File: src/rtl/controle_multiciclo_if.sv
// Control bus between the multi-cycle controller (master) and the datapath (slave).
interface controle_multiciclo_if #(
  parameter int ULAOP_W = 3,
  parameter int CNT_W   = 8
);
  logic               run;
  logic [3:0]         inst_code;
  logic               zero;
  logic               dmem_ready;
  logic               ir_write;
  logic               pc_write;
  logic [1:0]         pc_src;
  logic [ULAOP_W-1:0] ula_op;
  logic               ula_src;
  logic               atr;
  logic               beq;
  logic               mem_read;
  logic               mem_write;
  logic               mem_to_reg;
  logic               reg_write;
  logic               halted;
  logic               err;
  logic [CNT_W-1:0]   instr_count;
  logic [2:0]         state;

  modport master (
    input  run, inst_code, zero, dmem_ready,
    output ir_write, pc_write, pc_src, ula_op, ula_src, atr, beq,
           mem_read, mem_write, mem_to_reg, reg_write, halted, err,
           instr_count, state
  );

  modport slave (
    output run, inst_code, zero, dmem_ready,
    input  ir_write, pc_write, pc_src, ula_op, ula_src, atr, beq,
           mem_read, mem_write, mem_to_reg, reg_write, halted, err,
           instr_count, state
  );
endinterface

File: src/rtl/controle_multiciclo.sv
// Multi-cycle control FSM: FETCH/DECODE/EXEC/MEM/WB plus HALT and ERR.
// Opcode map: 00xx jump, 01xx beq, 1000 add, 1001 lw, 1010 sw, 1011 slt,
//             1100 halt, 1101 addi, 1110 atr, 1111 sll.
// lw/sw go DECODE -> MEM directly; the address add (ula_op 000, ula_src 0)
// is the all-zero ULA setting, so MEM needs no extra drive for it.
// Optional: CTRL_MEM_TIMEOUT_EN enables the MEM wait-state timeout trap (ERR).
module controle_multiciclo #(
  parameter int ULAOP_W      = 3,
  parameter int CNT_W        = 8,
  parameter int MEM_WAIT_MAX = 15
) (
  input logic               clk,
  input logic               rst_n,
  controle_multiciclo_if.master bus
);
  localparam logic [2:0] S_FETCH  = 3'd0;
  localparam logic [2:0] S_DECODE = 3'd1;
  localparam logic [2:0] S_EXEC   = 3'd2;
  localparam logic [2:0] S_MEM    = 3'd3;
  localparam logic [2:0] S_WB     = 3'd4;
  localparam logic [2:0] S_HALT   = 3'd5;
  localparam logic [2:0] S_ERR    = 3'd6;

  localparam logic [3:0] OP_LW   = 4'b1001;
  localparam logic [3:0] OP_SW   = 4'b1010;
  localparam logic [3:0] OP_SLT  = 4'b1011;
  localparam logic [3:0] OP_HALT = 4'b1100;
  localparam logic [3:0] OP_ADDI = 4'b1101;
  localparam logic [3:0] OP_ATR  = 4'b1110;
  localparam logic [3:0] OP_SLL  = 4'b1111;

  logic [2:0]         r_state, w_next;
  logic [3:0]         r_opcode;
  logic [CNT_W-1:0]   r_cnt;
  logic               w_retire;
  logic               w_irw, w_pcw, w_usrc, w_atr, w_beq, w_mr, w_mw, w_m2r, w_rw;
  logic [1:0]         w_pcs;
  logic [ULAOP_W-1:0] w_uop;
  logic               w_wait_lim;

`ifdef CTRL_MEM_TIMEOUT_EN
  localparam int WC_W = $clog2(MEM_WAIT_MAX + 1);
  logic [WC_W-1:0] r_wcnt;

  // Count ready-low cycles of the current MEM visit; cleared outside MEM.
  always_ff @(posedge clk or negedge rst_n) begin
    if (!rst_n)                r_wcnt <= '0;
    else if (r_state != S_MEM) r_wcnt <= '0;
    else if (!bus.dmem_ready)  r_wcnt <= r_wcnt + 1'b1;
  end

  assign w_wait_lim = (r_wcnt == WC_W'(MEM_WAIT_MAX - 1));
`else
  assign w_wait_lim = 1'b0;
`endif

  // State, latched opcode and retired-instruction counter.
  always_ff @(posedge clk or negedge rst_n) begin
    if (!rst_n) begin
      r_state  <= S_FETCH;
      r_opcode <= 4'd0;
      r_cnt    <= '0;
    end else begin
      r_state <= w_next;
      if (r_state == S_DECODE) r_opcode <= bus.inst_code;
      if (w_retire)            r_cnt    <= r_cnt + 1'b1;
    end
  end

  // Next state and control decode; inst_code is only looked at in DECODE.
  always_comb begin
    w_next = r_state; w_retire = 1'b0;
    w_irw = 1'b0; w_pcw = 1'b0; w_pcs = 2'b00; w_uop = '0;
    w_usrc = 1'b0; w_atr = 1'b0; w_beq = 1'b0;
    w_mr = 1'b0; w_mw = 1'b0; w_m2r = 1'b0; w_rw = 1'b0;
    case (r_state)
      S_FETCH: if (bus.run) begin
        w_irw = 1'b1; w_pcw = 1'b1; w_next = S_DECODE;
      end
      S_DECODE: casez (bus.inst_code)
        4'b00??: begin w_pcw = 1'b1; w_pcs = 2'b01; w_retire = 1'b1; w_next = S_FETCH; end
        OP_HALT: w_next = S_HALT;
        OP_LW, OP_SW: w_next = S_MEM;
        default: w_next = S_EXEC;
      endcase
      S_EXEC: begin
        w_next = S_WB;
        casez (r_opcode)
          4'b01??: begin
            w_uop = ULAOP_W'(3'b100); w_beq = 1'b1; w_pcw = bus.zero;
            w_pcs = 2'b10; w_retire = 1'b1; w_next = S_FETCH;
          end
          OP_SLT:  w_uop = ULAOP_W'(3'b010);
          OP_ADDI: w_usrc = 1'b1;
          OP_ATR:  begin w_uop = ULAOP_W'(3'b001); w_usrc = 1'b1; w_atr = 1'b1; end
          OP_SLL:  begin w_uop = ULAOP_W'(3'b011); w_usrc = 1'b1; end
          OP_LW, OP_SW: w_next = S_MEM;
          default: ;
        endcase
      end
      S_MEM: begin
        w_mr = (r_opcode == OP_LW);
        w_mw = (r_opcode == OP_SW);
        if (bus.dmem_ready) begin
          if (r_opcode == OP_LW) w_next = S_WB;
          else begin w_retire = 1'b1; w_next = S_FETCH; end
        end else if (w_wait_lim) begin
          w_next = S_ERR;
        end
      end
      S_WB: begin
        w_rw = 1'b1; w_m2r = (r_opcode == OP_LW);
        w_retire = 1'b1; w_next = S_FETCH;
      end
      S_HALT, S_ERR: ;
      default: w_next = S_FETCH;
    endcase
  end

  // Outputs forced low while reset is asserted (FETCH alone would raise ir_write).
  assign bus.ir_write    = rst_n & w_irw;
  assign bus.pc_write    = rst_n & w_pcw;
  assign bus.pc_src      = rst_n ? w_pcs : 2'b00;
  assign bus.ula_op      = rst_n ? w_uop : '0;
  assign bus.ula_src     = rst_n & w_usrc;
  assign bus.atr         = rst_n & w_atr;
  assign bus.beq         = rst_n & w_beq;
  assign bus.mem_read    = rst_n & w_mr;
  assign bus.mem_write   = rst_n & w_mw;
  assign bus.mem_to_reg  = rst_n & w_m2r;
  assign bus.reg_write   = rst_n & w_rw;
  assign bus.halted      = rst_n & (r_state == S_HALT);
`ifdef CTRL_MEM_TIMEOUT_EN
  assign bus.err         = rst_n & (r_state == S_ERR);
`else
  assign bus.err         = 1'b0;
`endif
  assign bus.instr_count = r_cnt;
  assign bus.state       = r_state;
endmodule

File: src/flat_wrapper.sv
// flat-port wrapper written by rule: the top's interface ports become plain ports
module controle_multiciclo_flat 
#(
  parameter int ULAOP_W      = 3,
  parameter int CNT_W        = 8,
  parameter int MEM_WAIT_MAX = 15
)
  (clk, rst_n, bus_run, bus_inst_code, bus_zero, bus_dmem_ready, bus_ir_write, bus_pc_write, bus_pc_src, bus_ula_op, bus_ula_src, bus_atr, bus_beq, bus_mem_read, bus_mem_write, bus_mem_to_reg, bus_reg_write, bus_halted, bus_err, bus_instr_count, bus_state);
  controle_multiciclo_if #(.ULAOP_W(ULAOP_W), .CNT_W(CNT_W)) bus_i ();
  input logic clk;
  input logic rst_n;
  input wire logic [$bits(bus_i.run)-1:0] bus_run;
  input wire logic [$bits(bus_i.inst_code)-1:0] bus_inst_code;
  input wire logic [$bits(bus_i.zero)-1:0] bus_zero;
  input wire logic [$bits(bus_i.dmem_ready)-1:0] bus_dmem_ready;
  output wire logic [$bits(bus_i.ir_write)-1:0] bus_ir_write;
  output wire logic [$bits(bus_i.pc_write)-1:0] bus_pc_write;
  output wire logic [$bits(bus_i.pc_src)-1:0] bus_pc_src;
  output wire logic [$bits(bus_i.ula_op)-1:0] bus_ula_op;
  output wire logic [$bits(bus_i.ula_src)-1:0] bus_ula_src;
  output wire logic [$bits(bus_i.atr)-1:0] bus_atr;
  output wire logic [$bits(bus_i.beq)-1:0] bus_beq;
  output wire logic [$bits(bus_i.mem_read)-1:0] bus_mem_read;
  output wire logic [$bits(bus_i.mem_write)-1:0] bus_mem_write;
  output wire logic [$bits(bus_i.mem_to_reg)-1:0] bus_mem_to_reg;
  output wire logic [$bits(bus_i.reg_write)-1:0] bus_reg_write;
  output wire logic [$bits(bus_i.halted)-1:0] bus_halted;
  output wire logic [$bits(bus_i.err)-1:0] bus_err;
  output wire logic [$bits(bus_i.instr_count)-1:0] bus_instr_count;
  output wire logic [$bits(bus_i.state)-1:0] bus_state;
  assign bus_i.run = bus_run;
  assign bus_i.inst_code = bus_inst_code;
  assign bus_i.zero = bus_zero;
  assign bus_i.dmem_ready = bus_dmem_ready;
  assign bus_ir_write = bus_i.ir_write;
  assign bus_pc_write = bus_i.pc_write;
  assign bus_pc_src = bus_i.pc_src;
  assign bus_ula_op = bus_i.ula_op;
  assign bus_ula_src = bus_i.ula_src;
  assign bus_atr = bus_i.atr;
  assign bus_beq = bus_i.beq;
  assign bus_mem_read = bus_i.mem_read;
  assign bus_mem_write = bus_i.mem_write;
  assign bus_mem_to_reg = bus_i.mem_to_reg;
  assign bus_reg_write = bus_i.reg_write;
  assign bus_halted = bus_i.halted;
  assign bus_err = bus_i.err;
  assign bus_instr_count = bus_i.instr_count;
  assign bus_state = bus_i.state;
  controle_multiciclo #(.ULAOP_W(ULAOP_W), .CNT_W(CNT_W), .MEM_WAIT_MAX(MEM_WAIT_MAX)) u_core (.clk(clk), .rst_n(rst_n), .bus(bus_i));
endmodule
File: config.mk
export PLATFORM = sky130hd
export DESIGN_NAME = controle_multiciclo_flat
export DESIGN_NICKNAME = d
export VERILOG_FILES = /design/src/rtl/controle_multiciclo_if.sv /design/src/rtl/controle_multiciclo.sv /design/src/flat_wrapper.sv
export SDC_FILE = /design/constraint.sdc
export NUM_CORES = 1
export LEC_CHECK = 0
export CAP_MARGIN = 20
export CORE_ASPECT_RATIO = 1.75
export CORE_UTILIZATION = 30
export DETAILED_ROUTE_END_ITERATION = 10
export SLEW_MARGIN = 20
export SYNTH_ARGS = -nofsm -noshare
export SYNTH_HDL_FRONTEND = slang
export SYNTH_SLANG_ARGS = --single-unit
File: constraint.sdc
create_clock -name clk -period 2.05 [get_ports clk]
set_clock_uncertainty 0.1 [all_clocks]
set_input_delay 0.3075 -clock clk [delete_from_list [all_inputs] [get_ports clk]]
set_output_delay 0.3075 -clock clk [all_outputs]
set_load 0.01 [all_outputs]
==> results of run 1 <==
## layout make-up
| class | count | area [um^2] |
|---|---|---|
| fillers | 351 | 1660 |
| inverters | 2 | 7.51 |
| multi-input cells | 95 | 646 |
| repair buffers | 65 | 571 |
| clock buffers | 3 | 41.3 |
| flip-flops and latches | 15 | 377 |
| well taps | 45 | 56.3 |
| clock inverters | 1 | 5.00 |
## what timing repair did
| action | in CTS | in global routing |
|---|---|---|
| resized for setup | 25 | 4 |
| setup endpoints to repair | 16 | 4 |
| pin swaps | 0 | 0 |
| setup buffers | 2 | 5 |
| cloned | 0 | 0 |
## per-stage QoR
| step | utilization | setup slack [ns] | power (mW) | hold WS [ns] |
|---|---|---|---|---|
| 3_5_place_dp | 0.472 | -0.403 | 1.79 | 0.361 |
| 2_1_floorplan | - | 0.231 | 1.25 | -0.0881 |
| 4_1_cts | 0.492 | -0.0363 | 2.09 | 0.0427 |
| 6_report | 0.506 | 0.0912 | 2.15 | 0.0376 |
| 3_3_place_gp | 0.472 | -0.384 | 1.76 | 0.357 |
| 5_1_grt | 0.506 | 0.0374 | 2.31 | 0.0427 |
## registers in the layout, summed over array words and instances, names as in the netlist
register	cells
u_core.r_opcode	4
u_core.bus.instr_count	8
u_core.bus.state	3
## cells by family after synthesis
| kind of cell | Yosys count |
|---|---|
| AO/OA/AOI/OAI | 23 |
| XOR/XNOR | 9 |
| adder cells (fa/ha/maj) | 1 |
| buffers and inverters | 9 |
| flip-flops | 15 |
| multiplexers | 5 |
| other | 1 |
| AND/OR/NAND/NOR | 56 |
## cells in the mapped netlist (2+ instances only)
cell type	instances	area share
sky130_fd_sc_hd__a21oi_1	5	0.024
sky130_fd_sc_hd__and2_1	2	0.012
sky130_fd_sc_hd__and3_1	3	0.018
sky130_fd_sc_hd__buf_2	3	0.014
sky130_fd_sc_hd__buf_4	2	0.014
sky130_fd_sc_hd__dfrtp_1	15	0.36
sky130_fd_sc_hd__inv_1	2	0.0071
sky130_fd_sc_hd__mux2_2	3	0.032
sky130_fd_sc_hd__nand2_1	10	0.036
sky130_fd_sc_hd__nand2b_1	3	0.018
sky130_fd_sc_hd__nand3_1	2	0.0095
sky130_fd_sc_hd__nand4_1	5	0.030
sky130_fd_sc_hd__nor2_1	16	0.057
sky130_fd_sc_hd__nor2b_1	5	0.030
sky130_fd_sc_hd__nor3_1	2	0.0095
sky130_fd_sc_hd__o21ai_0	3	0.014
sky130_fd_sc_hd__o21ai_1	3	0.014
sky130_fd_sc_hd__o31ai_1	2	0.014
sky130_fd_sc_hd__xnor2_1	5	0.042
sky130_fd_sc_hd__xor2_1	4	0.033
## worst paths after layout
| check | end | depth (start not counted) | slack (ns) |
|---|---|---|---|
| max | bus_pc_write | 5 | 0.09 |
| max reg2reg | u_core.bus.instr_count[4] | 6 | 0.14 |
| min in group clk | u_core.bus.instr_count[7] | 1 | 0.37 |
| max in group asynchronous | u_core.bus.state[0] | 2 | 1.62 |
| min reg2reg | u_core.bus.instr_count[7] | 1 | 0.37 |
| min | u_core.bus.state[2] | 2 | 0.04 |
## layout by cell type, fill, tap and decap left out, types with 2 or more instances in the layout
| master | count |
|---|---|
| sky130_fd_sc_hd__clkbuf_8 | 3 |
| sky130_fd_sc_hd__nand2b_1 | 3 |
| sky130_fd_sc_hd__nor2_1 | 14 |
| sky130_fd_sc_hd__o21ai_0 | 3 |
| sky130_fd_sc_hd__inv_1 | 2 |
| sky130_fd_sc_hd__xor2_1 | 4 |
| sky130_fd_sc_hd__xnor2_1 | 5 |
| sky130_fd_sc_hd__mux2_2 | 3 |
| sky130_fd_sc_hd__and2_1 | 2 |
| sky130_fd_sc_hd__clkdlybuf4s50_1 | 18 |
| sky130_fd_sc_hd__nand2_1 | 10 |
| sky130_fd_sc_hd__o31ai_1 | 2 |
| sky130_fd_sc_hd__o21ai_1 | 3 |
| sky130_fd_sc_hd__dlygate4sd2_1 | 12 |
| sky130_fd_sc_hd__nand4_1 | 5 |
| sky130_fd_sc_hd__nor2_2 | 2 |
| sky130_fd_sc_hd__dfrtp_1 | 14 |
| sky130_fd_sc_hd__buf_4 | 29 |
| sky130_fd_sc_hd__dlymetal6s2s_1 | 3 |
| sky130_fd_sc_hd__a21oi_1 | 5 |
| sky130_fd_sc_hd__nand3_1 | 2 |
| sky130_fd_sc_hd__and3_1 | 2 |
| sky130_fd_sc_hd__nor2b_1 | 4 |
## layer usage
layer | track usage | share of wire | vias to the layer above
li1 | - | - | 545
met1 | 0.201 | 0.36 | 542
met2 | 0.351 | 0.58 | 36
met3 | 0.0157 | 0.038 | 6
met4 | 0.0657 | 0.020 | 0
met5 | 0 | 0 | -
## report_power, final
group	internal [mW]	switching, mW	total, mW
registers	0.419	0.159	0.578
clock network	0.135	0.113	0.248
logic	0.720	0.609	1.33
==> PnR_summary.wiki, run 1 <==
{| class="wikitable"
! Metric !! Value
|-
| Run status || finished clean
|-
| Post-synthesis instance area || between 1000 and 1500 um^2
|-
| Arrival time of data at the critical path endpoint || between 1.5 and 2 ns
|-
| Number of enable-type register cells in the synthesized netlist || 0
|-
| Number of global-route vias before repair || between 1000 and 1500
|-
| Detailed placement HPWL || 2.40 mm
|-
| Wire length of the first global-routing pass || just over 5 mm
|-
| Launching instance or port of the critical path || u_core.bus.state[2]
|-
| Remaining DRCs || 0
|-
| Final Hold Violating Endpoints || 0
|-
| Total Routed Length || ~3.1 mm
|-
| Largest net degree at the start of global routing || 12
|-
| Vias per inst || around 5
|-
| Start of the worst register-to-register path || u_core.bus.state[2]
|-
| Worst path cell trace || and2b_2 -> and3_4 -> a21oi_1 -> nor2_1 -> dlygate4sd2_1
|-
| TritonCTS clock tree || yes
|-
| Iteration-0 DRC count of the detailed router || 20
|-
| Number of cells after detailed placement || roughly 220
|-
| Count of buffers from port buffering || 34
|-
| Synth warnings || 0
|-
| Initial core utilization || 0.314
|-
| Final Cell Area || 1700 um^2
|-
| Post-route fraction of the period consumed by the critical path || 0.956
|-
| # diodes || 0
|-
| Multiplexer fraction of the synthesized cell area || 0.0522
|-
| Number of antenna-violating nets in the routed design || 0
|-
| Crit-path slowest cell || sky130_fd_sc_hd__dfrtp_1
|-
| Layout Nets || between 150 and 200
|-
| Class of the tightest hold or removal check || primary input to asynchronous set/reset pin
|-
| P&R area growth vs syn || 61.4%
|-
| Number of pins with negative max-slew slack in the final report || 0
|-
| Nature of the critical path startpoint || flop
|-
| Clock slew at reported path FFs || roughly 0.060 ns
|-
| Ratio of cells with drive above 1 in the final layout || 0.287
|-
| Placed Instance Area || approximately 1600 um^2
|-
| RSZ-0062 raised after global routing || no
|-
| Buffers and inverters on the worst path || 1
|-
| Async S/R FF share, synth || 1.00
|-
| # IOs || 36
|-
| Chip height || just over 80 um
|-
| Part of the Yosys area used for sequential elements || 0.356
|-
| Overall routing resource usage || 0.187
|-
| CP max FO || 4
|-
| Synthesized instance count || approximately 120
|-
| Cell chosen for the clock root || sky130_fd_sc_hd__clkbuf_8
|-
| Global placement routability congestion || 0.832
|-
| Number of maximum-capacitance constraint violations || 0
|-
| Leakage Power || ~0.83 nW
|-
| Required time worst endpoint || roughly 1.6 ns
|-
| Die area || around 3800 um^2
|-
| Post-synthesis area per instance || between 8 and 9 um^2
|-
| Largest voltage drop on the vdd net || just under 800 uV
|-
| Simple-gate share of the synthesized area || 0.292
|-
| Combinational family with the most area after synthesis || simple AND/OR/NAND/NOR gates
|-
| Endpoint kind of the worst setup timing path || output port
|-
| Sinks on the clock net || 15
|-
| Finish-stage setup viols || 0
|-
| Horiz. Die Dim || about 47 um
|-
| CP peak stage delay || about 0.37 ns
|-
| Leading register cell type out of synthesis || sky130_fd_sc_hd__dfrtp_1
|-
| Post-synth cell types || 44
|-
| Via count || 1129
|-
| Class of the most critical setup path || flop to output port
|-
| Synth Area in Adders || 0.0119
|-
| Post-CTS Hold Fix Bufs || 0
|-
| Sum of overflow across all layers after global routing || 0
|-
| Synthesized flop and latch total || 15
|-
| Clock insertion delay at the later pin of the skew report || between 0.2 and 0.3 ns
|-
| Delay-heaviest family, CP || simple AND/OR/NAND/NOR gates
|-
| Fmax || between 0.5 and 0.6 GHz
|-
| Average detailed-routed wire length per instance || ~14 um
|-
| Router iterations before antenna repair || 4
|-
| Number of antenna violations at the first check in global routing || 0
|-
| CTS Buf Count || 3
|-
| Post-Route Setup TNS || 0 ns
|-
| Buffers from clock root to sink, at most || 2
|-
| Area fraction in compound gates after synthesis || 0.160
|-
| Power Density || about 1300 nW/um^2
|-
| H-tree levels || 1
|-
| Post-Syn Nets || around 130
|-
| Final critical-path required period || slightly below 2 ns
|-
| Final std cells w/o fill || about 230
|-
| Core footprint || 3360 um^2
|-
| Number of placement rows || 28
|-
| Xor and xnor area share after synthesis || 0.0747
|}
Power figures use the tool's default switching activity.
==> run 2: changes to the inputs <==
- RECOVER_POWER: default -> 25
==> PnR_summary.wiki, run 2 (synthesized netlist as in run 1, its figures left out) <==
{| class="wikitable"
! Metric !! Value
|-
| Post-Route Setup TNS || 0 ns
|-
| Endpoint kind of the worst setup timing path || output port
|-
| Most used cells in the layout excluding fill and tap cells || sky130_fd_sc_hd__buf_4, sky130_fd_sc_hd__clkdlybuf4s50_1, sky130_fd_sc_hd__nor2_1, sky130_fd_sc_hd__dfrtp_1, sky130_fd_sc_hd__dlygate4sd2_1
|-
| Count of buffers from port buffering || 34
|-
| Comb power frac || 0.617
|-
| Finish-stage setup viols || 0
|-
| Switching Fraction || 0.409
|-
| # IOs || 36
|-
| Vias per inst || 4.98
|-
| Most common cell after layout, fill and taps aside || sky130_fd_sc_hd__buf_4
|-
| Ratio of cells with drive above 1 in the final layout || 0.271
|-
| Sum of overflow across all layers after global routing || 0
|-
| H-tree levels || 1
|-
| Number of antenna violations at the first check in global routing || 0
|-
| Number of pins with negative max-slew slack in the final report || 0
|-
| Iteration-0 DRC count of the detailed router || 18
|-
| Initial core utilization || 0.314
|-
| Global placement routability congestion || about 0.83
|-
| Largest voltage drop on the vdd net || around 800 uV
|-
| # diodes || 0
|-
| Fraction of met1 tracks used by global routing || 0.201
|-
| Start of the worst register-to-register path || u_core.bus.state[2]
|-
| Number of placement rows || 28
|-
| Sequential share of power || 0.269
|-
| Final critical-path required period || 1.96 ns
|-
| Flip-flop count of the largest register, all copies and words added || 8
|-
| Destination of the worst register-to-register timing path || u_core.bus.instr_count[4]
|-
| Via count || between 1000 and 1500
|-
| TritonCTS clock tree || yes
|-
| Global-route track usage on met2 || 0.351
|-
| Power Density || 1280 nW/um^2
|-
| Nature of the critical path startpoint || flop
|-
| Remaining DRCs || 0
|-
| Arrival time of data at the critical path endpoint || ~1.6 ns
|-
| Clock insertion delay at the later pin of the skew report || around 0.25 ns
|-
| Final Hold Violating Endpoints || 0
|-
| Worst hold slack across all endpoints || slightly below 0.08 ns
|-
| Number of global-route vias before repair || 1128
|-
| Total Routed Length || about 3.1 mm
|-
| Average detailed-routed wire length per instance || ~14 um
|-
| Int Power || 1.27 mW
|-
| Detailed placement HPWL || between 2 and 2.5 mm
|-
| FF-to-FF setup slack || about 0.14 ns
|-
| Clock slew at reported path FFs || 0.06 ns
|-
| P&R area growth vs syn || 60.0%
|-
| Number of cells after detailed placement || around 220
|-
| Required time worst endpoint || around 1.6 ns
|-
| End-of-flow core utilization || 0.502
|-
| Final std cells w/o fill || 226
|-
| Switching Power || 0.881 mW
|-
| Overall routing resource usage || 0.187
|-
| Class of the most critical setup path || flop to output port
|-
| PnR Total Power || 2.15 mW
|-
| Cell chosen for the clock root || sky130_fd_sc_hd__clkbuf_8
|-
| Run status || finished clean
|-
| Largest net degree at the start of global routing || 12
|-
| Number of antenna-violating nets in the routed design || 0
|-
| Layer with the highest usage after global routing || met2
|-
| Core footprint || ~3400 um^2
|-
| RSZ-0062 raised after global routing || no
|-
| Post-CTS Hold Fix Bufs || 0
|-
| Sinks on the clock net || 15
|-
| Number of maximum-capacitance constraint violations || 0
|-
| CP max FO || 4
|-
| Class of the tightest hold or removal check || primary input to asynchronous set/reset pin
|-
| CTS Buf Count || 3
|-
| Leakage Power || 0.819 nW
|-
| Layout Nets || 192
|-
| Horiz. Die Dim || ~47 um
|-
| Buffers from clock root to sink, at most || 2
|-
| Portion of total power attributed to the clock network || 0.115
|-
| Wire length of the first global-routing pass || between 5 and 6 mm
|-
| Router iterations before antenna repair || 5
|-
| Global-route track usage on met3 || 0.0157
|-
| Fmax || roughly 0.51 GHz
|-
| Chip height || between 80 and 90 um
|-
| Depth of the worst register-to-register path || 6
|-
| Die area || between 3000 and 4000 um^2
|-
| Post-route fraction of the period consumed by the critical path || 0.956
|}
run 2: cell count changes in the layout (fill, tap and decap cells not counted), sizes merged:
cell,change
clkbuf,+3
buf,-2
clkdlybuf4s15,-1
run 2: critical path, stage by stage (launching register included):
cell and delay (ns):
sky130_fd_sc_hd__dfrtp_1 0.37, sky130_fd_sc_hd__and2b_2 0.26, sky130_fd_sc_hd__and3_4 0.20, sky130_fd_sc_hd__a21oi_1 0.14
sky130_fd_sc_hd__nor2_1 0.04, sky130_fd_sc_hd__dlygate4sd2_1 0.28
run 2: stage by stage:
stage	cell area, um^2	worst slack, ns
CTS	1660	-0.0363
global route	1690	0.0371
global placement	1590	-0.384
floorplan	1050	0.231
finish	1690	0.0896
detailed placement	1590	-0.403
run 2: what timing repair did:
item	4_1_cts	5_1_grt
setup endpoints to repair	16	4
gates resized for setup	25	4
gates cloned	0	0
setup buffers	2	5
run 2: final cells by class:
cell class                      count  area [um^2]
Fill cell                         356         1680
Sequential cell                    15          377
Inverter                            2         7.51
Multi-Input combinational cell     95          646
Clock buffer                        3         41.3
Tap cell                           45         56.3
Clock inverter                      1         5.00
Timing Repair Buffer               65          556
run 2: per-layer routing:
metal / routed length [um] / part of all wire
met5: 0 / 0
met4: 53 / 0.017
met3: 110 / 0.035
met2: 1840 / 0.58
met1: 1140 / 0.36
run 2: power by group through the flow:
stage / Combinational (mW) / Clock [mW] / Sequential, mW
2_1_floorplan: 0.670 / 0 / 0.584
3_3_place_gp: 1.16 / 0 / 0.600
3_5_place_dp: 1.19 / 0 / 0.607
4_1_cts: 1.25 / 0.250 / 0.590
5_1_grt: 1.44 / 0.262 / 0.607
6_report: 1.33 / 0.247 / 0.578
run 2: worst max path at each step:
stage	from	to	slack (ns)	cells after the start
after floorplan	u_core.bus.state[0]	bus_mem_to_reg	0.23	4
after global placement	rst_n	bus_mem_to_reg	-0.38	6
after detailed placement	rst_n	bus_mem_to_reg	-0.40	6
after CTS	u_core.bus.state[1]	bus_mem_to_reg	-0.04	4
after global routing	u_core.bus.state[2]	bus_pc_write	0.04	5
final	u_core.bus.state[2]	bus_pc_write	0.09	5
==> run 3: changes to the inputs <==
- clock period: 2.05 -> 1.85 ns (I/O delays scaled with it)
==> PnR_summary.wiki, run 3 (synthesized netlist as in run 1, its figures left out) <==
{| class="wikitable"
! Metric !! Value
|-
| Post-Route Setup TNS || -0.0102 ns
|-
| Number of maximum-capacitance constraint violations || 0
|-
| Leakage Power || 0.787 nW
|-
| RSZ-0062 raised after global routing || yes
|-
| Core footprint || about 3400 um^2
|-
| Sinks on the clock net || 15
|-
| Number of filler instances in the final layout || between 300 and 400
|-
| FF-to-FF setup slack || -0.009 ns
|-
| CTS Buf Count || 3
|-
| Class of the tightest hold or removal check || primary input to asynchronous set/reset pin
|-
| Arrival time of data at the critical path endpoint || around 1.9 ns
|-
| Endpoint kind of the worst setup timing path || flop
|-
| Largest voltage drop on the vdd net || approximately 940 uV
|-
| Reg area || between 300 and 400 um^2
|-
| Chip height || between 80 and 90 um
|-
| Initial core utilization || 0.314
|-
| Vias per inst || 4.82
|-
| Number of global-route vias before repair || ~1100
|-
| Final setup margin || -0.00855 ns
|-
| Die area || roughly 3800 um^2
|-
| Total Routed Length || between 3 and 4 mm
|-
| Run status || finished with violations
|-
| # diodes || 0
|-
| P&R area growth vs syn || 61.9%
|-
| Final critical-path required period || ~1.9 ns
|-
| CP max FO || 4
|-
| # IOs || 36
|-
| Most common cell after layout, fill and taps aside || sky130_fd_sc_hd__buf_4
|-
| Power Density || ~1500 nW/um^2
|-
| Cell chosen for the clock root || sky130_fd_sc_hd__clkbuf_8
|-
| Class of the most critical setup path || flop to flop
|-
| TritonCTS clock tree || yes
|-
| Wire length of the first global-routing pass || 4.88 mm
|-
| Layout Nets || around 200
|-
| Via count || roughly 1100
|-
| Violated checks || negative setup slack
|-
| Ratio of cells with drive above 1 in the final layout || 0.348
|-
| Nature of the critical path startpoint || flop
|-
| Remaining DRCs || 0
|-
| Required time worst endpoint || around 1.9 ns
|-
| Flip-flop count of the largest register, all copies and words added || 8
|-
| Number of antenna-violating nets in the routed design || 0
|-
| Number of pins with negative max-slew slack in the final report || 0
|-
| Area of combinational cells with multiple inputs || about 680 um^2
|-
| Finish-stage setup viols || 2
|-
| Post-route fraction of the period consumed by the critical path || 1.00
|-
| Most used cells in the layout excluding fill and tap cells || sky130_fd_sc_hd__buf_4, sky130_fd_sc_hd__clkdlybuf4s50_1, sky130_fd_sc_hd__dfrtp_1
|-
| Clock insertion delay at the later pin of the skew report || between 0.2 and 0.25 ns
|-
| Fmax || between 0.5 and 0.6 GHz
|-
| Average detailed-routed wire length per instance || 13.4 um
|-
| Buffers from clock root to sink, at most || 2
|-
| Final Hold Violating Endpoints || 0
|-
| Detailed placement HPWL || roughly 2.4 mm
|-
| Count of buffers from port buffering || 34
|-
| Largest net degree at the start of global routing || 10
|-
| H-tree levels || 1
|-
| Number of placement rows || 28
|-
| Global placement routability congestion || approximately 0.84
|-
| Clock slew at reported path FFs || 0.06 ns
|-
| Router iterations before antenna repair || 4
|-
| Number of antenna violations at the first check in global routing || 0
|-
| Worst slack, placed || -0.462 ns
|-
| Horiz. Die Dim || ~47 um
|-
| Iteration-0 DRC count of the detailed router || 16
|-
| Sum of overflow across all layers after global routing || 0
|-
| Overall routing resource usage || 0.180
|}
## run 3: changes by cell type in the layout (fill, tap and decap cells not counted), moves of 2 or more
cell                              previous run  this run
sky130_fd_sc_hd__clkdlybuf4s50_1            18        15
sky130_fd_sc_hd__buf_2                       0         6
sky130_fd_sc_hd__buf_6                       1         5
sky130_fd_sc_hd__dlygate4sd2_1              12         4
sky130_fd_sc_hd__clkbuf_2                    0         5
sky130_fd_sc_hd__clkdlybuf4s15_1             0         2
## run 3: timing repair
| item | 4_1_cts | 5_1_grt |
|---|---|---|
| pin swaps | 7 | 8 |
| endpoints found under the setup margin | 21 | 24 |
| hold buffers | 0 | 0 |
| setup buffers | 1 | 2 |
| resized for setup | 41 | 27 |
## run 3: metal layers
layer / wire [um] / global-route usage
met4: 40 / 0.0857
met2: 1800 / 0.335
met3: 87 / 0.0135
met5: 0 / 0
met1: 1140 / 0.187
## run 3: critical path, stage by stage, from the launching register on
cell	delay (ns)
sky130_fd_sc_hd__dfrtp_1	0.43
sky130_fd_sc_hd__and2b_1	0.21
sky130_fd_sc_hd__and3_4	0.21
sky130_fd_sc_hd__buf_4	0.13
sky130_fd_sc_hd__buf_4	0.13
sky130_fd_sc_hd__a211oi_2	0.29
sky130_fd_sc_hd__nor3b_2	0.09
sky130_fd_sc_hd__xor2_1	0.17
## run 3: power by group
part,switching [mW],internal [mW],total [mW]
Clock,0.105,0.152,0.257
Combinational,0.717,0.873,1.59
Sequential,0.174,0.463,0.637
Total,0.996,1.49,2.48
## run 3: final timing paths
kind	start	end	depth (start not counted)
min	rst_n	u_core.bus.state[2]	2
max reg2reg	u_core.bus.state[1]	u_core.bus.instr_count[6]	7
max in group asynchronous	rst_n	u_core.bus.instr_count[1]	2
min reg2reg	u_core.bus.instr_count[7]	u_core.bus.instr_count[7]	1
max	u_core.bus.state[1]	u_core.bus.instr_count[6]	7
min in group clk	u_core.bus.instr_count[7]	u_core.bus.instr_count[7]	1
## run 3: final cells by class
cell class / instances / area share
clock buffer: 4 / 0.0264
tap: 45 / 0.0330
inverter: 2 / 0.00440
multi-input combinational: 95 / 0.396
timing repair buffer: 68 / 0.321
sequential: 15 / 0.220
## run 3: per-stage QoR
| stage | hold slack, ns | power, mW | instance area [um^2] | util | cells |
|---|---|---|---|---|---|
| global placement | 0.357 | 2.06 | 1640 | 0.487 | 222 |
| detailed placement | 0.369 | 2.09 | 1640 | 0.487 | 222 |
| CTS | 0.0716 | 2.42 | 1720 | 0.510 | 227 |
| floorplan | -0.118 | 1.39 | 1050 | - | 119 |
| global route | 0.0847 | 2.66 | 1710 | 0.508 | 229 |
| finish | 0.0801 | 2.48 | 1710 | 0.508 | 229 |
